`config.mk`:
```
export PLATFORM = sky130hd
export DESIGN_NAME = bb_bus_arbiter_flat
export DESIGN_NICKNAME = d
export VERILOG_FILES = /design/src/rtl/bb_bus_arbiter_if.sv /design/src/rtl/bb_bus_arbiter.sv /design/src/flat_wrapper.sv
export SDC_FILE = /design/constraint.sdc
export NUM_CORES = 1
export LEC_CHECK = 0
export CELL_PAD_IN_SITES_DETAIL_PLACEMENT = 1
export CELL_PAD_IN_SITES_GLOBAL_PLACEMENT = 2
export CORE_UTILIZATION = 31
export DETAILED_ROUTE_END_ITERATION = 6
export PLACE_DENSITY = 0.84
export SETUP_SLACK_MARGIN = 0.3
export SLEW_MARGIN = 15
export SYNTH_ARGS = -nofsm -noshare
export SYNTH_HDL_FRONTEND = slang
export SYNTH_SLANG_ARGS = --single-unit
```
`constraint.sdc`:
```
create_clock -name clk -period 2.2 [get_ports clk]
set_input_delay 0.44 -clock clk [delete_from_list [all_inputs] [get_ports clk]]
set_output_delay 0.44 -clock clk [all_outputs]
set_load 0.005 [all_outputs]
```
`src/rtl/bb_bus_arbiter_if.sv`:
```
// Bus-side signal bundle between the bb bus arbiter and the master/slave ports it serves.
// The master modport is the arbiter's view; the slave modport is the requester/slave view.
interface bb_bus_arbiter_if #(
  parameter int NUM_MASTERS = 2,
  parameter int NUM_SLAVES  = 3
);
  localparam int MW = (NUM_MASTERS > 1) ? $clog2(NUM_MASTERS) : 1;
  localparam int SW = (NUM_SLAVES > 1) ? $clog2(NUM_SLAVES) : 1;

  logic [NUM_MASTERS-1:0] breq;
  logic [NUM_MASTERS-1:0] bgrant;
  logic [MW-1:0]          msel;
  logic                   bus_busy;
  logic [NUM_MASTERS-1:0] split;
  logic                   slave_split;
  logic [SW-1:0]          ssel;
  logic [NUM_SLAVES-1:0]  split_done;
  logic                   hold_timeout;

  modport master (
    input  breq, slave_split, ssel, split_done,
    output bgrant, msel, bus_busy, split, hold_timeout
  );

  modport slave (
    output breq, slave_split, ssel, split_done,
    input  bgrant, msel, bus_busy, split, hold_timeout
  );
endinterface

```
`src/rtl/bb_bus_arbiter.sv`:
```
// Central arbiter for the bit-serial bb system bus: round-robin grants, split-transaction
// parking with priority resume, and a hold watchdog. All outputs are registered.
module bb_bus_arbiter #(
  parameter int NUM_MASTERS = 2,
  parameter int NUM_SLAVES  = 3,
  parameter int MAX_HOLD    = 256
) (
  input logic              clk,
  input logic              rstn,
  bb_bus_arbiter_if.master bus
);

  localparam int MW = (NUM_MASTERS > 1) ? $clog2(NUM_MASTERS) : 1;
  localparam int SW = (NUM_SLAVES > 1) ? $clog2(NUM_SLAVES) : 1;
  localparam int HW = $clog2(MAX_HOLD) + 1;
  localparam logic [NUM_MASTERS-1:0] ONE_HOT0 = NUM_MASTERS'(1);
  localparam logic [HW-1:0]          HOLD_LAST = HW'(MAX_HOLD - 1);

  typedef enum logic [0:0] {IDLE, BUSY} state_t;

  state_t                 state;
  logic [NUM_MASTERS-1:0] split_pending;
  logic [NUM_MASTERS-1:0] resume;
  logic [SW-1:0]          split_slave [NUM_MASTERS];
  logic [MW-1:0]          rr_ptr;
  logic [HW-1:0]          hold_cnt;

  logic [NUM_MASTERS-1:0] eligible;
  logic                   win_found;
  logic                   win_resume;
  logic [MW-1:0]          win_idx;
  logic [MW-1:0]          cand;
  int                     idx;

  // Resume-flagged masters win first (lowest index); otherwise round-robin from rr_ptr+1.
  // Loops run in reverse so the last assignment is the highest-priority candidate.
  always_comb begin
    eligible   = bus.breq & ~split_pending;
    win_found  = 1'b0;
    win_resume = 1'b0;
    win_idx    = '0;
    cand       = '0;
    idx        = 0;
    for (int i = NUM_MASTERS - 1; i >= 0; i--) begin
      if (resume[i]) begin
        win_found  = 1'b1;
        win_resume = 1'b1;
        win_idx    = MW'(i);
      end
    end
    if (!win_resume) begin
      for (int i = NUM_MASTERS; i >= 1; i--) begin
        idx = int'(rr_ptr) + i;
        if (idx >= NUM_MASTERS) idx = idx - NUM_MASTERS;
        cand = MW'(idx);
        if (eligible[cand]) begin
          win_found = 1'b1;
          win_idx   = cand;
        end
      end
    end
  end

  always_ff @(posedge clk or negedge rstn) begin
    if (!rstn) begin
      state            <= IDLE;
      bus.bgrant       <= '0;
      bus.msel         <= '0;
      bus.bus_busy     <= 1'b0;
      bus.split        <= '0;
      bus.hold_timeout <= 1'b0;
      split_pending    <= '0;
      resume           <= '0;
      rr_ptr           <= MW'(NUM_MASTERS - 1);
      hold_cnt         <= '0;
      for (int m = 0; m < NUM_MASTERS; m++) split_slave[m] <= '0;
    end else begin
      bus.hold_timeout <= 1'b0;

      // Completion only wakes masters that were already parked before this cycle.
      for (int m = 0; m < NUM_MASTERS; m++) begin
        for (int s = 0; s < NUM_SLAVES; s++) begin
          if (split_pending[m] && bus.split_done[s] && (split_slave[m] == SW'(s))) begin
            split_pending[m] <= 1'b0;
            resume[m]        <= 1'b1;
          end
        end
      end

      case (state)
        IDLE: begin
          if (win_found) begin
            bus.bgrant   <= ONE_HOT0 << win_idx;
            bus.msel     <= win_idx;
            bus.bus_busy <= 1'b1;
            rr_ptr       <= win_idx;
            hold_cnt     <= '0;
            state        <= BUSY;
            if (win_resume) begin
              resume[win_idx]    <= 1'b0;
              bus.split[win_idx] <= 1'b0;
            end
          end
        end

        BUSY: begin
          if (bus.slave_split) begin
            split_pending[bus.msel] <= 1'b1;
            split_slave[bus.msel]   <= bus.ssel;
            bus.split[bus.msel]     <= 1'b1;
            bus.bgrant              <= '0;
            bus.bus_busy            <= 1'b0;
            state                   <= IDLE;
          end else if ((hold_cnt == HOLD_LAST) && bus.breq[bus.msel]) begin
            bus.bgrant       <= '0;
            bus.bus_busy     <= 1'b0;
            bus.hold_timeout <= 1'b1;
            state            <= IDLE;
          end else if (!bus.breq[bus.msel]) begin
            bus.bgrant   <= '0;
            bus.bus_busy <= 1'b0;
            state        <= IDLE;
          end else if (hold_cnt != {HW{1'b1}}) begin
            hold_cnt <= hold_cnt + 1'b1;
          end
        end

        default: state <= IDLE;
      endcase
    end
  end

endmodule

```
`src/flat_wrapper.sv`:
```
// flat-port wrapper written by rule: the top's interface ports become plain ports
module bb_bus_arbiter_flat 
#(
  parameter int NUM_MASTERS = 2,
  parameter int NUM_SLAVES  = 3,
  parameter int MAX_HOLD    = 256
)
  (clk, rstn, bus_breq, bus_slave_split, bus_ssel, bus_split_done, bus_bgrant, bus_msel, bus_bus_busy, bus_split, bus_hold_timeout);
  bb_bus_arbiter_if #(.NUM_MASTERS(NUM_MASTERS), .NUM_SLAVES(NUM_SLAVES)) bus_i ();
  input logic clk;
  input logic rstn;
  input wire logic [$bits(bus_i.breq)-1:0] bus_breq;
  input wire logic [$bits(bus_i.slave_split)-1:0] bus_slave_split;
  input wire logic [$bits(bus_i.ssel)-1:0] bus_ssel;
  input wire logic [$bits(bus_i.split_done)-1:0] bus_split_done;
  output wire logic [$bits(bus_i.bgrant)-1:0] bus_bgrant;
  output wire logic [$bits(bus_i.msel)-1:0] bus_msel;
  output wire logic [$bits(bus_i.bus_busy)-1:0] bus_bus_busy;
  output wire logic [$bits(bus_i.split)-1:0] bus_split;
  output wire logic [$bits(bus_i.hold_timeout)-1:0] bus_hold_timeout;
  assign bus_i.breq = bus_breq;
  assign bus_i.slave_split = bus_slave_split;
  assign bus_i.ssel = bus_ssel;
  assign bus_i.split_done = bus_split_done;
  assign bus_bgrant = bus_i.bgrant;
  assign bus_msel = bus_i.msel;
  assign bus_bus_busy = bus_i.bus_busy;
  assign bus_split = bus_i.split;
  assign bus_hold_timeout = bus_i.hold_timeout;
  bb_bus_arbiter #(.NUM_MASTERS(NUM_MASTERS), .NUM_SLAVES(NUM_SLAVES), .MAX_HOLD(MAX_HOLD)) u_core (.clk(clk), .rstn(rstn), .bus(bus_i));
endmodule
```
* Word level (Yosys, flattened, before mapping) *
Cells that the tools add are included.

operators by class
  magnitude comparators = 10
  mux-type cells = 71
  reduce and logical (&&, ||, !) cells = 23
  add/sub/neg operators = 5
  eq/ne operators = 14
  shift operators = 1
  bitwise logic cells = 9

operator list
  operator             number
  $mux 9               5
  $mux 1               44
  $mux 2               13
  $pmux 9 s2           1
  $logic_and 1x1->1    16
  $ne 2x2->1 const B   5
  $add 9x1->9 const B  1
  $eq 9x8->1 const B   1
  $ne 9x9->1 const B   1
  $lt 1x2->1 const B   4
  $pmux 2 s2           2
  $and 2x2->2          3
  $reduce_and 2->1     3
  $reduce_and 5->1     1
  $bwmux 4             1
  $eq 2x1->1 const B   2
  $eq 2x2->1 const B   2
  $ge 2x2->1 const B   2
  $logic_not 2->1      2
  $ne 2x1->1 const B   2
  $ne 4x4->1 const B   1
  $not 2->2            2
  $or 2x2->2           2
  $pmux 1 s2           2
  other kinds (12)     15

word-level totals
  bits of input ports = 10
  bits in registers = 26
  word-level logic and storage cells = 145
  output and inout bits = 7

* Longest topological paths before layout *
  word-level depth = 18
  gate-level depth with buffers = 8
  mapped depth without buffers = 8

* Worst setup path before layout *
Ideal clock, no wire load.

  path type = register -> register
  start point = register u_core.hold_cnt[3]
  end point = register u_core.hold_cnt[7]
  period minus slack after synthesis = 2.125 ns
  slack = 0.075 ns
  stages on the path, launching flop included = 9
  data arrival time = 2.048 ns
  setup time = 0.078 ns
  required time = 2.122 ns
  buffers on the path = 0
  cell sequence = dfrtp_1 -> and4_1 -> nand2_1 -> nor2_1 -> ha_1 -> nor4b_4 -> nand2_4 -> or4_1 -> a21oi_1

between the ends
  word-level cells in the longest chain between the ends = 6
  elaborated cells on any way between the ends = 12
  classes of those cells = 1 x add/sub; 4 x eq/ne; 5 x mux; 2 x reduce/logical

RTL lines
  item                    RTL line               RTL
  start, declared         bb_bus_arbiter.sv:26   logic [HW-1:0] hold_cnt;
  start signal, assigned  bb_bus_arbiter.sv:124  hold_cnt <= hold_cnt + 1'b1;
  $add 9x1->9             bb_bus_arbiter.sv:124
  $mux 9                  bb_bus_arbiter.sv:123  end else if (hold_cnt != {HW{1'b1}}) begin
  $mux 9                  bb_bus_arbiter.sv:119  end else if (!bus.breq[bus.msel]) begin
  $mux 9                  bb_bus_arbiter.sv:114  end else if ((hold_cnt == HOLD_LAST) && bus.breq[bus.msel]) begin
  $mux 9                  bb_bus_arbiter.sv:107  if (bus.slave_split) begin
  $pmux 9 s2              bb_bus_arbiter.sv:90   case (state)

Several ways; a longest one is shown, not always the timed one. The select of a mux whose other input is x is not followed.
A chain may end at the register's enable or synchronous reset.

* Worst setup path in the final report *
  start point = register u_core.hold_cnt[2]
  end point = register u_core.hold_cnt[7]

The elaborated chain is that of the path after synthesis.

==> results.toml <==
[critical_path]
start_kind = "register"
cp_cell_sequence = "and4_4 -> nand2_4 -> nor2_4 -> ha_4 -> nor4b_4 -> nand2_4 -> or4_4 -> a21oi_2"
crit_family = "simple AND/OR/NAND/NOR gates"
crit_top_cell = "nand2_4"
worst_ep_arrival_time_ps = 2260
path_class = "register to register"
slowest_stage = "or4_4"
crit_fanout = 5
max_stage_delay_ps = 500
critPathBufInv = 0
required_ps = 2400
end_kind = "register"

[synth]
synth_top_area_share_pct = 49.65
yosysMostFrequentCell = "dfrtp_1"
yosys-top-cells-area = "dfrtp_1 (50%), mux2_2 (4.5%), o21ai_0 (4.4%)"
syn_inst = 118
synth_edf_count = 0
async_reset_ff_share_pct = 100.0
synthDistinctLibCells = 32
syn_area_um2 = 1260
syn_avg_cell_area_um2 = 10.68
yosys_warnings = 0
synth_fp_nets = 131
ys_ff_latch = 26
synth_top_area_cell = "dfrtp_1"
synth_commonest_cells = "dfrtp_1 (25), o21ai_0 (11), nand2_1 (9), nand3_1 (9), inv_1 (7)"
yosysSeqAreaShare_pct = 51.74
synth_ff_type = "dfrtp_1"

[cts]
cts.clk_slew.worst_paths_ps = 100
cts_root_buffer = "clkbuf_8"
cts_tree = "yes"
cts_sinks = 26
clk_latency_ps = 270
htree_levels = 1
clock_path_buffers = 2
cts-buffers-inserted = 3

[finish]
finalNetCount = 173
finish.utilization_pct = 49.07
diodes = 0
seqCellArea_um2 = 651.9
layout-drive-gt1-share_pct = 34.59
area_growth_pct = 46.87
multiInputGateArea_um2 = 700.7
fillers = 412

[floorplan]
start_util_pct = 33.41
die_h_um = 65.75
fp.dieArea_um2 = 4323
rows = 22
coreArea_um2 = 3771
die_x_um = 65.75
ios = 17

[timing]
finalClockSkew_ps = 10.63
finalCriticalPeriod_ps = 2061
maxSlewHeadroom_pct = 73.78
setup_viol = 0
min_period_over_period_pct = 93.68
fin_ws_ps = 139.0
final-hold-violation-count = 0
grt_setup_unrepaired = "yes"
worstMarginPinSlew_ps = 388.2
fmax_mhz = 485.2
drv_slew = 0

[detailed_routing]
via_count = 1064
wire_per_inst_um = 17.18
drc = 0
ant_nets = 0
drt_wl_total_mm = 3.556
initialDrtViolationCount = 73
via_per_inst = 5.140
drt_pre_antenna_iters = 4

[job]
drv_cap = 0

[power_and_ir_drop]
fin_total_pwr_mw = 1.999
power.density_nw_per_um2 = 1080
p_leak_nw = 0.8412
ir_drop_uv = 459.2

[placed_design]
dp_slack_ps = -5.723
globalplace.congestion = 0.7239
portBuffers = 16
hpwlAfterDp_mm = 2.405

[global_routing]
grt_usage_pct = 18.32
first_global_vias = 1127
grt_remaining_overflow = 0
grt_max_degree = 27
antenna_found_initial = 0
grt_pass1_wl_mm = 5.844

[outcome]
outcome = "finished clean"

[min_path]
hp-class = "register to register"
==> final timing paths <==
path                                 startpoint                    to  slack (ps)  cells past startpoint
max                          u_core.hold_cnt[2]    u_core.hold_cnt[7]         140                      8
min                        u_core.bus.bgrant[1]  u_core.bus.bgrant[1]         500                      1
max reg2reg                  u_core.hold_cnt[2]    u_core.hold_cnt[7]         140                      8
min reg2reg                u_core.bus.bgrant[1]  u_core.bus.bgrant[1]         500                      1
max in group asynchronous                  rstn         u_core.rr_ptr        1370                      2
min in group asynchronous                  rstn      u_core.resume[1]         530                      2
==> sequential cells by signal, summed over array words and instances (netlist names) <==
name	count
u_core.bus.hold_timeout	1
u_core.bus.bus_busy	1
u_core.bus.msel	1
u_core.split_slave	4
u_core.split_pending	2
u_core.hold_cnt	9
u_core.rr_ptr	1
u_core.bus.bgrant	2
u_core.state	1
u_core.bus.split	2
u_core.resume	2
==> metal layers <==
metal  wire length (um)  global-route usage, %  vias up
met5                  0                      0        -
met4                 78                  6.522        0
met3                 79                  2.778        9
met2               1745                  29.72       16
met1               1653                  24.48      525
li1                   -                      -      514
==> metrics by stage <==
step / std cells / hold WS (ps) / instance area, um2 / setup TNS [ps]
2_1_floorplan: 118 / 144.4 / 1265 / 0
3_3_place_gp: 188 / 498.2 / 1538 / 0
3_5_place_dp: 188 / 483.5 / 1538 / -5.723
4_1_cts: 201 / 511.5 / 1767 / 0
5_1_grt: 207 / 526.3 / 1851 / 0
6_report: 207 / 503.1 / 1851 / 0
==> placed cells by master (no fill, tap or decap), types with 2 or more instances in the layout <==
cell type | Yosys | layout
nand2_4 | 1 | 3
nand3b_1 | 2 | 2
buf_6 | 0 | 2
clkbuf_8 | 0 | 3
nor3_1 | 2 | 2
nor2_1 | 5 | 4
nor2b_1 | 2 | 2
dfrtp_1 | 25 | 25
a21o_1 | 4 | 4
clkdlybuf4s50_1 | 0 | 16
or4_4 | 0 | 2
o22ai_1 | 2 | 2
ha_4 | 0 | 3
inv_1 | 7 | 7
nand3_2 | 0 | 2
nand3_1 | 9 | 6
buf_4 | 0 | 21
o21ai_0 | 11 | 11
mux2_2 | 5 | 5
a21oi_2 | 0 | 2
mux2i_1 | 4 | 4
a21oi_1 | 6 | 4
nand2_1 | 9 | 7
==> cell type report <==
type | count | area share [%]
Multi-Input combinational cell | 83 | 37.86
Clock buffer | 3 | 2.231
Sequential cell | 26 | 35.23
Tap cell | 48 | 3.245
Inverter | 7 | 1.420
Clock inverter | 1 | 1.623
Timing Repair Buffer | 39 | 18.39
==> worst reg2reg max path, delay by kind of cell (launching register included) <==
kind,cells,cell delay [ps]
and+or+nand+nor,6,1270
AOI/OAI and AO/OA,1,150
DFF,1,400
adders and majority gates,1,170
==> logic make-up (layout without fill, tap and decap cells) <==
| group | count (synthesis) | count (layout) | share of synthesized area (%) |
|---|---|---|---|
| buf+inv | 9 | 50 | 2.682 |
| fa+ha+maj | 3 | 3 | 2.979 |
| compound gates | 31 | 31 | 15.79 |
| flops | 26 | 26 | 51.74 |
| mux | 9 | 9 | 7.646 |
| xor+xnor | 2 | 2 | 1.391 |
| simple gates | 38 | 38 | 17.78 |
==> report_power, final <==
part,switching [mW],internal (mW)
registers,0.167,0.638
logic,0.381,0.417
clock network,0.153,0.244
total,0.701,1.30
==> what timing repair did <==
item | 4_1_cts | 5_1_grt
resized for setup | 18 | 7
endpoints found under the setup margin | 9 | 10
hold buffers | 0 | 0
setup buffers | 9 | 6
pin swaps | 7 | 9
endpoints found under the hold margin | 0 | 0
(Power assumes the default switching activity.)
